[src/rtl/dm_arbiter.sv]
// dm_arbiter: single-port data-memory arbiter between the M stage and one
// external bus master, with a bounded-starvation wait counter for the master.
module dm_arbiter #(
    parameter int unsigned STARVE_MAX = 4
) (
    input  logic        clk,
    input  logic        reset,
    input  logic        cpu_req,
    input  logic        cpu_we,
    input  logic        cpu_byte,
    input  logic [31:0] cpu_addr,
    input  logic [31:0] cpu_wd,
    output logic [31:0] cpu_rd,
    output logic        cpu_stall,
    input  logic        ext_req,
    input  logic        ext_we,
    input  logic        ext_byte,
    input  logic [31:0] ext_addr,
    input  logic [31:0] ext_wd,
    output logic        ext_gnt,
    output logic        ext_done,
    output logic [31:0] ext_rd,
    output logic        dm_we,
    output logic        dm_byte,
    output logic [31:0] dm_addr,
    output logic [31:0] dm_wd,
    input  logic [31:0] dm_rd
);

    typedef enum logic {
        S_IDLE = 1'b0,
        S_DONE = 1'b1
    } state_t;

    localparam logic [3:0] LP_STARVE = 4'(STARVE_MAX);
    localparam logic [3:0] LP_SAT    = 4'hF;

    state_t      r_state;
    state_t      w_state_nxt;
    logic [3:0]  r_wait_cnt;
    logic [3:0]  w_wait_nxt;
    logic [31:0] r_ext_rd;
    logic        w_ext_win;
    logic        w_cpu_lost;

    // Grant decision and next state; ext can only win from IDLE, out of reset
    always_comb begin
        w_ext_win   = 1'b0;
        w_state_nxt = r_state;
        if (reset && (r_state == S_IDLE) && ext_req &&
            (!cpu_req || (r_wait_cnt >= LP_STARVE))) begin
            w_ext_win = 1'b1;
        end
        case (r_state)
            S_IDLE:  w_state_nxt = w_ext_win ? S_DONE : S_IDLE;
            S_DONE:  w_state_nxt = S_IDLE;
            default: w_state_nxt = S_IDLE;
        endcase
    end

    // Starvation counter: counts IDLE cycles the pending ext request loses
    always_comb begin
        w_wait_nxt = r_wait_cnt;
        w_cpu_lost = ext_req && (r_state == S_IDLE) && cpu_req && !w_ext_win;
        if (w_ext_win || !ext_req) begin
            w_wait_nxt = 4'd0;
        end else if (w_cpu_lost && (r_wait_cnt != LP_SAT)) begin
            w_wait_nxt = r_wait_cnt + 4'd1;
        end
    end

    // DM port mux; write enable never follows a requester that lacks the port
    always_comb begin
        dm_we   = 1'b0;
        dm_byte = cpu_byte;
        dm_addr = cpu_addr;
        dm_wd   = cpu_wd;
        if (w_ext_win) begin
            dm_we   = ext_we;
            dm_byte = ext_byte;
            dm_addr = ext_addr;
            dm_wd   = ext_wd;
        end else if (reset) begin
            dm_we   = cpu_we & cpu_req;
        end
    end

    // Requester-facing outputs
    always_comb begin
        ext_gnt   = w_ext_win;
        cpu_stall = w_ext_win & cpu_req;
        cpu_rd    = (reset && !w_ext_win) ? dm_rd : 32'd0;
        ext_done  = (r_state == S_DONE);
        ext_rd    = r_ext_rd;
    end

    // State, wait counter and captured external read data
    always_ff @(posedge clk) begin
        if (!reset) begin
            r_state    <= S_IDLE;
            r_wait_cnt <= 4'd0;
            r_ext_rd   <= 32'd0;
        end else begin
            r_state    <= w_state_nxt;
            r_wait_cnt <= w_wait_nxt;
            if (w_ext_win) begin
                r_ext_rd <= dm_rd;
            end
        end
    end

endmodule

[config.mk]
export PLATFORM = sky130hd
export DESIGN_NAME = dm_arbiter
export DESIGN_NICKNAME = d
export VERILOG_FILES = /design/src/rtl/dm_arbiter.sv
export SDC_FILE = /design/constraint.sdc
export NUM_CORES = 1
export LEC_CHECK = 0
export ABC_AREA = 0
export CORE_AREA = 2 2 117 119
export CTS_CLUSTER_SIZE = 12
export DETAILED_ROUTE_END_ITERATION = 12
export DIE_AREA = 0 0 119 121
export RECOVER_POWER = 50
export SLEW_MARGIN = 20
export SYNTH_ARGS = -nofsm -noshare
export SYNTH_HDL_FRONTEND = slang
export SYNTH_SLANG_ARGS = --single-unit
export TNS_END_PERCENT = 50
[constraint.sdc]
create_clock -name clk -period 6.3 [get_ports clk]
set_input_delay 1.89 -clock clk [delete_from_list [all_inputs] [get_ports clk]]
set_output_delay 1.89 -clock clk [all_outputs]
set_load 0.02 [all_outputs]
Word-level counts from Yosys, hierarchy flattened
Cells that the tools add are included.

cells by class
  equality and inequality tests = 1
  add/subtract/negate cells = 1
  bitwise gates (word level) = 4
  multiplexer cells = 9
  $lt $le $gt $ge = 1
  reductions and logical operators = 14

operator list
  cell                                                                                 number
  32-bit 2-to-1 mux                                                                    3
  1-bit logical AND                                                                    8
  1-bit 2-to-1 mux                                                                     5
  4-bit by 1-bit adder with 4-bit output, second input constant                        1
  4-bit by 3-bit greater-or-equal comparator with 1-bit output, second input constant  1
  4-bit != test, second input constant                                                 1
  1-bit zero test                                                                      3
  1-bit AND                                                                            2
  1-bit logical OR                                                                     2
  1-bit inverter                                                                       2
  1-bit case mux with 2 select lines                                                   1
  2-bit OR reduction                                                                   1

storage, ports and cells
  flip-flop bits (word level) = 37
  output and inout bits = 133
  logic and storage cells = 33
  input bits = 168

Logic depth before layout (Yosys ltp)
Gate-level depths: netlist of the first run.

  depth after elaboration = 8
  gate-level depth with buffers = 6
  mapped depth without buffers = 4

Worst setup path before layout of the first run
Ideal clock, no wire load.

  path kind = input -> output
  from = in cpu_req
  to = out dm_addr[16]
  data required time = 4.410 ns
  slack = 1.381 ns
  arrival = 3.029 ns
  buffers on the path = 2
  stages on the path = 5
  path through = or3b_4 nand3_2 buf_6 buf_6 mux2_2

on the way
  longest elaborated chain between the ends = 5

RTL lines
  item                line  RTL
  start: declaration  8     input logic cpu_req,
  1-bit zero test     51    (!cpu_req || (r_wait_cnt >= LP_STARVE))) begin
  1-bit logical OR    51
  1-bit logical AND   50    if (reset && (r_state == S_IDLE) && ext_req &&
  1-bit 2-to-1 mux    50
  32-bit 2-to-1 mux   78    if (w_ext_win) begin
  end: declaration    25    output logic [31:0] dm_addr,

Every way passes these cells.

Final worst setup path of the first run
  from = in cpu_req
  to = out dm_addr[10]

The elaborated chain is that of the path after synthesis.

==> results.sh, run 1 <==
export IMPL_synthTopCellsByArea="dfxtp_1 (29%), mux2_2 (28%), mux2i_1 (12%)"
export IMPL_synth_top_family_by_area="multiplexers"
export IMPL_netSwitchingPower_w=0.000252
export IMPL_io_pins=301
export IMPL_fillers=1237
export IMPL_numClockSinks=37
export IMPL_wl_per_cell_um=17.3
export IMPL_fin_setup_tns_ps=0
export IMPL_syn_area_per_cell_um2=9.45
export IMPL_multi_input_area_um2=1550
export IMPL_cts_hold_fix_buffers=0
export IMPL_hp_class="register to register"
export IMPL_arrival_ps=4230
export IMPL_setup_violations=0
export IMPL_pwr_share_clk=0.321
export IMPL_p_int_w=0.000663
export IMPL_ir_worst_vdd_mv=0.143
export IMPL_synthAdderAreaFrac=0.00487
export IMPL_setup_ws_ps=185
export IMPL_synthXorXnorAreaFrac=0
export IMPL_synthMuxAreaShare=0.409
export IMPL_drc=0
export IMPL_dieArea_um2=14400
export IMPL_slowest_stage="clkdlybuf4s50_1"
export IMPL_cts_tree="built"
export IMPL_h_tree_depth=2
export IMPL_synth_top_area_share=0.288
export IMPL_synth_enable_flop_cells=0
export IMPL_worstPathMaxFanout=26
export IMPL_yosys_register_bits=37
export IMPL_cts_buffer_depth=2
export IMPL_cap_violations=1
export IMPL_core_um2=13100
export IMPL_synth_most_common_cell="mux2_2"
export IMPL_start_util=0.197
export IMPL_cpMostUsedCell="clkdlybuf4s50_1"
export IMPL_violations="max-capacitance violations, max-slew violations"
export IMPL_final_hold_viol_count=0
export IMPL_fp_dieH_um=121
export IMPL_leakage_nw=2.64
export IMPL_yosys_top_cells_count="mux2_2 (65), dfxtp_1 (37), inv_1 (34)"
export IMPL_vias_per_cell=4.05
export IMPL_synth_compound_area_frac=0.0277
export IMPL_status="finished with violations"
export IMPL_critPathMaxStageDelay_ps=550
export IMPL_clk_pin_slew_ps=60
export IMPL_grt_usage=0.177
export IMPL_grt_max_degree=33
export IMPL_synth_top_area_cell="dfxtp_1"
export IMPL_async_flop_share=0
export IMPL_max_clock_freq_mhz=164
export IMPL_ys_types=28
export IMPL_crit_path_end_kind="output port"
export IMPL_yosysWarningCount=0
export IMPL_critPathLaunchType="input pin"
export IMPL_syn_instance_count=272
export IMPL_final_seq_area_um2=741
export IMPL_ctsResizeCount=0
export IMPL_dpl_hpwl_um=11100
export IMPL_post_cts_repair_setup_buffers=0
export IMPL_insertion_delay_ps=280
export IMPL_placed_area_um2=5730
export IMPL_yosys_area_share_simple=0.158
export IMPL_worst_pin_slew_ps=2240
export IMPL_syn_num_nets=441
export IMPL_power_density_nw_per_um2=155
export IMPL_relSlewSlack=-0.496
export IMPL_combPwrFrac=0.404
export IMPL_sw_frac_of_total=0.276
export IMPL_cts_made_buffers=5
export IMPL_timing_critical_path_cells="clkdlybuf4s50_1 -> or3b_4 -> nand3_4 -> buf_12 -> mux2_2 -> clkdlybuf4s50_1"
export IMPL_syn_area_um2=2570
export IMPL_dr_total_vias=3026
export IMPL_placement_setup_worst_slack_ps=177
export IMPL_p_seq_frac=0.275
export IMPL_port_buffers=300
export IMPL_gr_total_overflow=0
export IMPL_skew_ps=5.18
export IMPL_slew_viol_final=33
export IMPL_cp_required_ps=4410
export IMPL_antenna_found_initial=3
export IMPL_criticalPathCategory="input pin to output port"
export IMPL_drt_total_wl_um=13000
export IMPL_nNetsFinal=737
export IMPL_drive_above_1_share=0.148
export IMPL_finalInstanceArea_um2=5900
export IMPL_root_buffer="clkbuf_16"
export IMPL_ys_seq_area_frac=0.288
export IMPL_first_iter_violations=47
export IMPL_grt_pass1_wl_um=19300
export IMPL_grt_pass1_vias=3194
export IMPL_dr_pass1_iters=4
export IMPL_num_rows=42
export IMPL_die_w_um=119
export IMPL_post_route_min_period_ps=6120
export IMPL_rsz0062_at_grt="false"
export IMPL_finalCritPeriodShare=0.971
export IMPL_area_delta_synth_final_pct=130
export IMPL_synth_ff_type="dfxtp_1"
export IMPL_postLayoutCoreUtil=0.451
export IMPL_antenna_left=0
export IMPL_gp_congestion=0.886
## logic make-up (layout without fill, tap and decap cells)
logic type / after synthesis / in the layout
AND/OR/NAND/NOR: 75 / 75
AO/OA/AOI/OAI: 9 / 9
multiplexers: 97 / 97
other: 0 / 3
buffers and inverters: 53 / 350
flip-flops: 37 / 37
adder cells (fa/ha/maj): 1 / 1
## cell usage in the layout, fill, tap and decap left out, types with 5 or more instances in the layout
master / n
and2_1: 33
clkbuf_16: 5
clkdlybuf4s50_1: 252
dfxtp_1: 37
dlygate4sd3_1: 47
inv_1: 34
mux2_2: 65
mux2i_1: 32
nand2_1: 33
## metal layers
| metal | vias up | track usage | routed length, um |
|---|---|---|---|
| met2 | 160 | 0.319 | 6480 |
| met3 | 12 | 0.0573 | 1080 |
| met5 | - | 0 | 0 |
| met1 | 1360 | 0.194 | 5030 |
| li1 | 1494 | - | - |
| met4 | 0 | 0.0655 | 359 |
## path summary, 6_finish.rpt
path / to / slack (ps) / cells past startpoint / startpoint
worst min register to register: ext_rd[5] / 450 / 2 / ext_rd[5]
worst min-delay path: ext_rd[5] / 450 / 2 / ext_rd[5]
worst max-delay path: dm_addr[10] / 180 / 6 / cpu_req
worst max register to register: ext_rd[22] / 3020 / 5 / r_wait_cnt[3]
## layout make-up
| class | instances | area share |
|---|---|---|
| Clock inverter | 1 | 0.00509 |
| Tap cell | 176 | 0.0373 |
| Clock buffer | 7 | 0.0242 |
| Timing Repair Buffer | 307 | 0.522 |
| Sequential cell | 37 | 0.126 |
| Inverter | 35 | 0.0223 |
| Antenna cell | 3 | 0.00127 |
| Multi-Input combinational cell | 182 | 0.262 |
## registers in the layout, indices dropped and copies added (netlist names)
signal and flops:
ext_done 1, ext_rd 32, r_wait_cnt 4
## stage by stage
step / power (W) / hold slack [ps] / instances
4_1_cts: 0.000934 / 464 / 745
3_3_place_gp: 0.000632 / 443 / 737
5_1_grt: 0.000957 / 480 / 748
6_report: 0.000915 / 454 / 748
2_1_floorplan: 0.000407 / 450 / 272
3_5_place_dp: 0.000634 / 453 / 737
## power by group through the flow
stage / logic, W / registers, W / clock network [W]
after floorplan: 0.000136 / 0.000271 / 0
after global placement: 0.000376 / 0.000256 / 0
after detailed placement: 0.000377 / 0.000257 / 0
after CTS: 0.000379 / 0.000252 / 0.000303
after global routing: 0.000391 / 0.000253 / 0.000313
final: 0.000370 / 0.000251 / 0.000294
## critical path, delay by kind of cell
| kind | cells | cell delay [ps] |
|---|---|---|
| buffers and inverters | 3 | 1310 |
| muxes | 1 | 350 |
| and+or+nand+nor | 2 | 670 |
Power figures use the tool's default switching activity.
==> inputs of run 2 (changes only) <==
--- a/config.mk
+++ b/config.mk
@@ -10,6 +10,7 @@
 export CTS_CLUSTER_SIZE = 12
 export DETAILED_ROUTE_END_ITERATION = 12
 export DIE_AREA = 0 0 119 121
+export PLACE_DENSITY = 0.73
 export RECOVER_POWER = 50
 export SLEW_MARGIN = 20
 export SYNTH_ARGS = -nofsm -noshare
==> run 2 against run 1 <==
Net effect:
- the run still ends with max-capacitance violations, max-slew violations left
- highest routed layer unchanged
- die area unchanged
- worst setup slack worse by 2.8 ps
- design area down 0.13%
- sequential share of layout area about the same
- sequential cell count unchanged
- largest cell class unchanged
- core utilization down 0.057 points
- largest power group unchanged
- clock-buffer cell count unchanged
- critical path type unchanged
- final cell count down 0.27%
==> results.sh, run 2 (synthesis gave the netlist of run 1 again) <==
export IMPL_status="finished with violations"
export IMPL_violations="max-capacitance violations, max-slew violations"
export IMPL_grt_pass1_wl_um=17500
export IMPL_finalInstanceArea_um2=5890
export IMPL_area_delta_synth_final_pct=129
export IMPL_netSwitchingPower_w=0.000245
export IMPL_power_density_nw_per_um2=154
export IMPL_worst_pin_slew_ps=1570
export IMPL_start_util=0.197
export IMPL_insertion_delay_ps=280
export IMPL_timing_hold_ws_ps=454
export IMPL_setup_violations=0
export IMPL_clk_pin_slew_ps=60
export IMPL_cp_required_ps=4410
export IMPL_crit_path_end_kind="output port"
export IMPL_dr_total_vias=3017
export IMPL_layout_commonest_cell="clkdlybuf4s50_1"
export IMPL_fillers=1231
export IMPL_criticalPathCategory="input pin to output port"
export IMPL_fp_dieH_um=121
export IMPL_ir_worst_vdd_mv=0.0979
export IMPL_antenna_left=0
export IMPL_placement_setup_worst_slack_ps=253
export IMPL_numClockSinks=37
export IMPL_vias_per_cell=4.04
export IMPL_drive_above_1_share=0.143
export IMPL_drt_total_wl_um=11600
export IMPL_leakage_nw=2.62
export IMPL_grt_usage=0.157
export IMPL_setup_ws_ps=182
export IMPL_use_met2=0.294
export IMPL_post_cts_repair_setup_buffers=0
export IMPL_root_buffer="clkbuf_16"
export IMPL_dr_pass1_iters=4
export IMPL_fin_setup_tns_ps=0
export IMPL_skew_ps=5.26
export IMPL_critPathLaunchType="input pin"
export IMPL_first_iter_violations=53
export IMPL_slowest_stage="dlygate4sd3_1"
export IMPL_grt_max_degree=44
export IMPL_p_int_w=0.000661
export IMPL_layout_common_cells="clkdlybuf4s50_1 (252), mux2_2 (65), dlygate4sd3_1 (48), dfxtp_1 (37), inv_1 (34)"
export IMPL_port_buffers=300
export IMPL_combPwrFrac=0.401
export IMPL_gp_congestion=0.872
export IMPL_nNetsFinal=736
export IMPL_cts_hold_fix_buffers=0
export IMPL_max_clock_freq_mhz=163
export IMPL_rsz0062_at_grt="false"
export IMPL_arrival_ps=4230
export IMPL_relSlewSlack=-0.0475
export IMPL_placed_area_um2=5730
export IMPL_timing_critical_path_cells="clkdlybuf4s50_1 -> or3b_1 -> nand3_4 -> buf_12 -> mux2_2 -> dlygate4sd3_1"
export IMPL_drc=0
export IMPL_finalCritPeriodShare=0.971
export IMPL_fin_total_pwr_w=0.000906
export IMPL_pwr_share_clk=0.321
export IMPL_hp_class="register to register"
export IMPL_cts_tree="built"
export IMPL_final_hold_viol_count=0
export IMPL_grt_busiest_layer="met2"
export IMPL_grtUsageMet1=0.162
export IMPL_wl_per_cell_um=15.6
export IMPL_die_w_um=119
export IMPL_h_tree_depth=2
export IMPL_cts_buffer_depth=2
export IMPL_sw_frac_of_total=0.270
export IMPL_dieArea_um2=14400
export IMPL_largest_reg_flops=32
export IMPL_antenna_found_initial=2
export IMPL_cap_violations=2
export IMPL_post_route_min_period_ps=6120
export IMPL_worstPathMaxFanout=34
export IMPL_dpl_hpwl_um=9960
export IMPL_grt_met3_usage=0.0592
export IMPL_cts_made_buffers=5
export IMPL_slew_viol_final=60
export IMPL_gr_total_overflow=0
export IMPL_grt_pass1_vias=3217
export IMPL_ctsResizeCount=0
export IMPL_num_rows=42
export IMPL_io_pins=301
export IMPL_critPathMaxStageDelay_ps=650
export IMPL_p_seq_frac=0.277
export IMPL_core_um2=13100
## run 2: cell count changes in the layout (fill, tap and decap cells not counted)
cell | before | now
buf_4 | 2 | 1
clkbuf_2 | 1 | 0
diode_2 | 3 | 2
dlygate4sd3_1 | 47 | 48
or3b_1 | 0 | 1
or3b_4 | 1 | 0
## run 2: path summary, 6_finish.rpt
| check | startpoint | to | slack, ps | depth (start not counted) |
|---|---|---|---|---|
| worst max-delay path | cpu_req | dm_wd[25] | 180 | 6 |
| worst min-delay path | ext_rd[12] | ext_rd[12] | 450 | 2 |
| worst min register to register | ext_rd[12] | ext_rd[12] | 450 | 2 |
| worst max register to register | r_wait_cnt[3] | ext_rd[15] | 3590 | 5 |
## run 2: power by group through the flow
stage | clock, W | combinational, W | sequential, W
final | 0.000291 | 0.000364 | 0.000251
after global placement | 0 | 0.000369 | 0.000256
after global routing | 0.000308 | 0.000386 | 0.000253
after floorplan | 0 | 0.000136 | 0.000271
after CTS | 0.000303 | 0.000375 | 0.000252
after detailed placement | 0 | 0.000373 | 0.000257
## run 2: critical path, delay by kind of cell
family / cells / cell delay, ps
buffers and inverters: 3 / 1370
multiplexers: 1 / 360
AND/OR/NAND/NOR: 2 / 580
## run 2: layout make-up
| type | count | area, um2 | share of cell area |
|---|---|---|---|
| Timing Repair Buffer | 306 | 3080 | 0.522 |
| Multi-Input combinational cell | 182 | 1550 | 0.262 |
| Sequential cell | 37 | 741 | 0.126 |
| Tap cell | 176 | 220 | 0.0374 |
| Clock buffer | 7 | 143 | 0.0242 |
| Inverter | 35 | 131 | 0.0223 |
| Clock inverter | 1 | 30.0 | 0.00509 |
| Antenna cell | 2 | 5.00 | 0.000849 |
## run 2: metrics by stage
step                      utilization  cells
after global placement          0.438    736
after CTS                       0.451    744
final                           0.450    746
after detailed placement        0.438    736
after floorplan                     -    272
after global routing            0.450    744
## run 2: layer usage
| layer | vias to the layer above | share of wire |
|---|---|---|
| met5 | - | 0 |
| met4 | 0 | 0.021 |
| met3 | 16 | 0.097 |
| met2 | 170 | 0.51 |
| met1 | 1334 | 0.37 |
| li1 | 1497 | - |
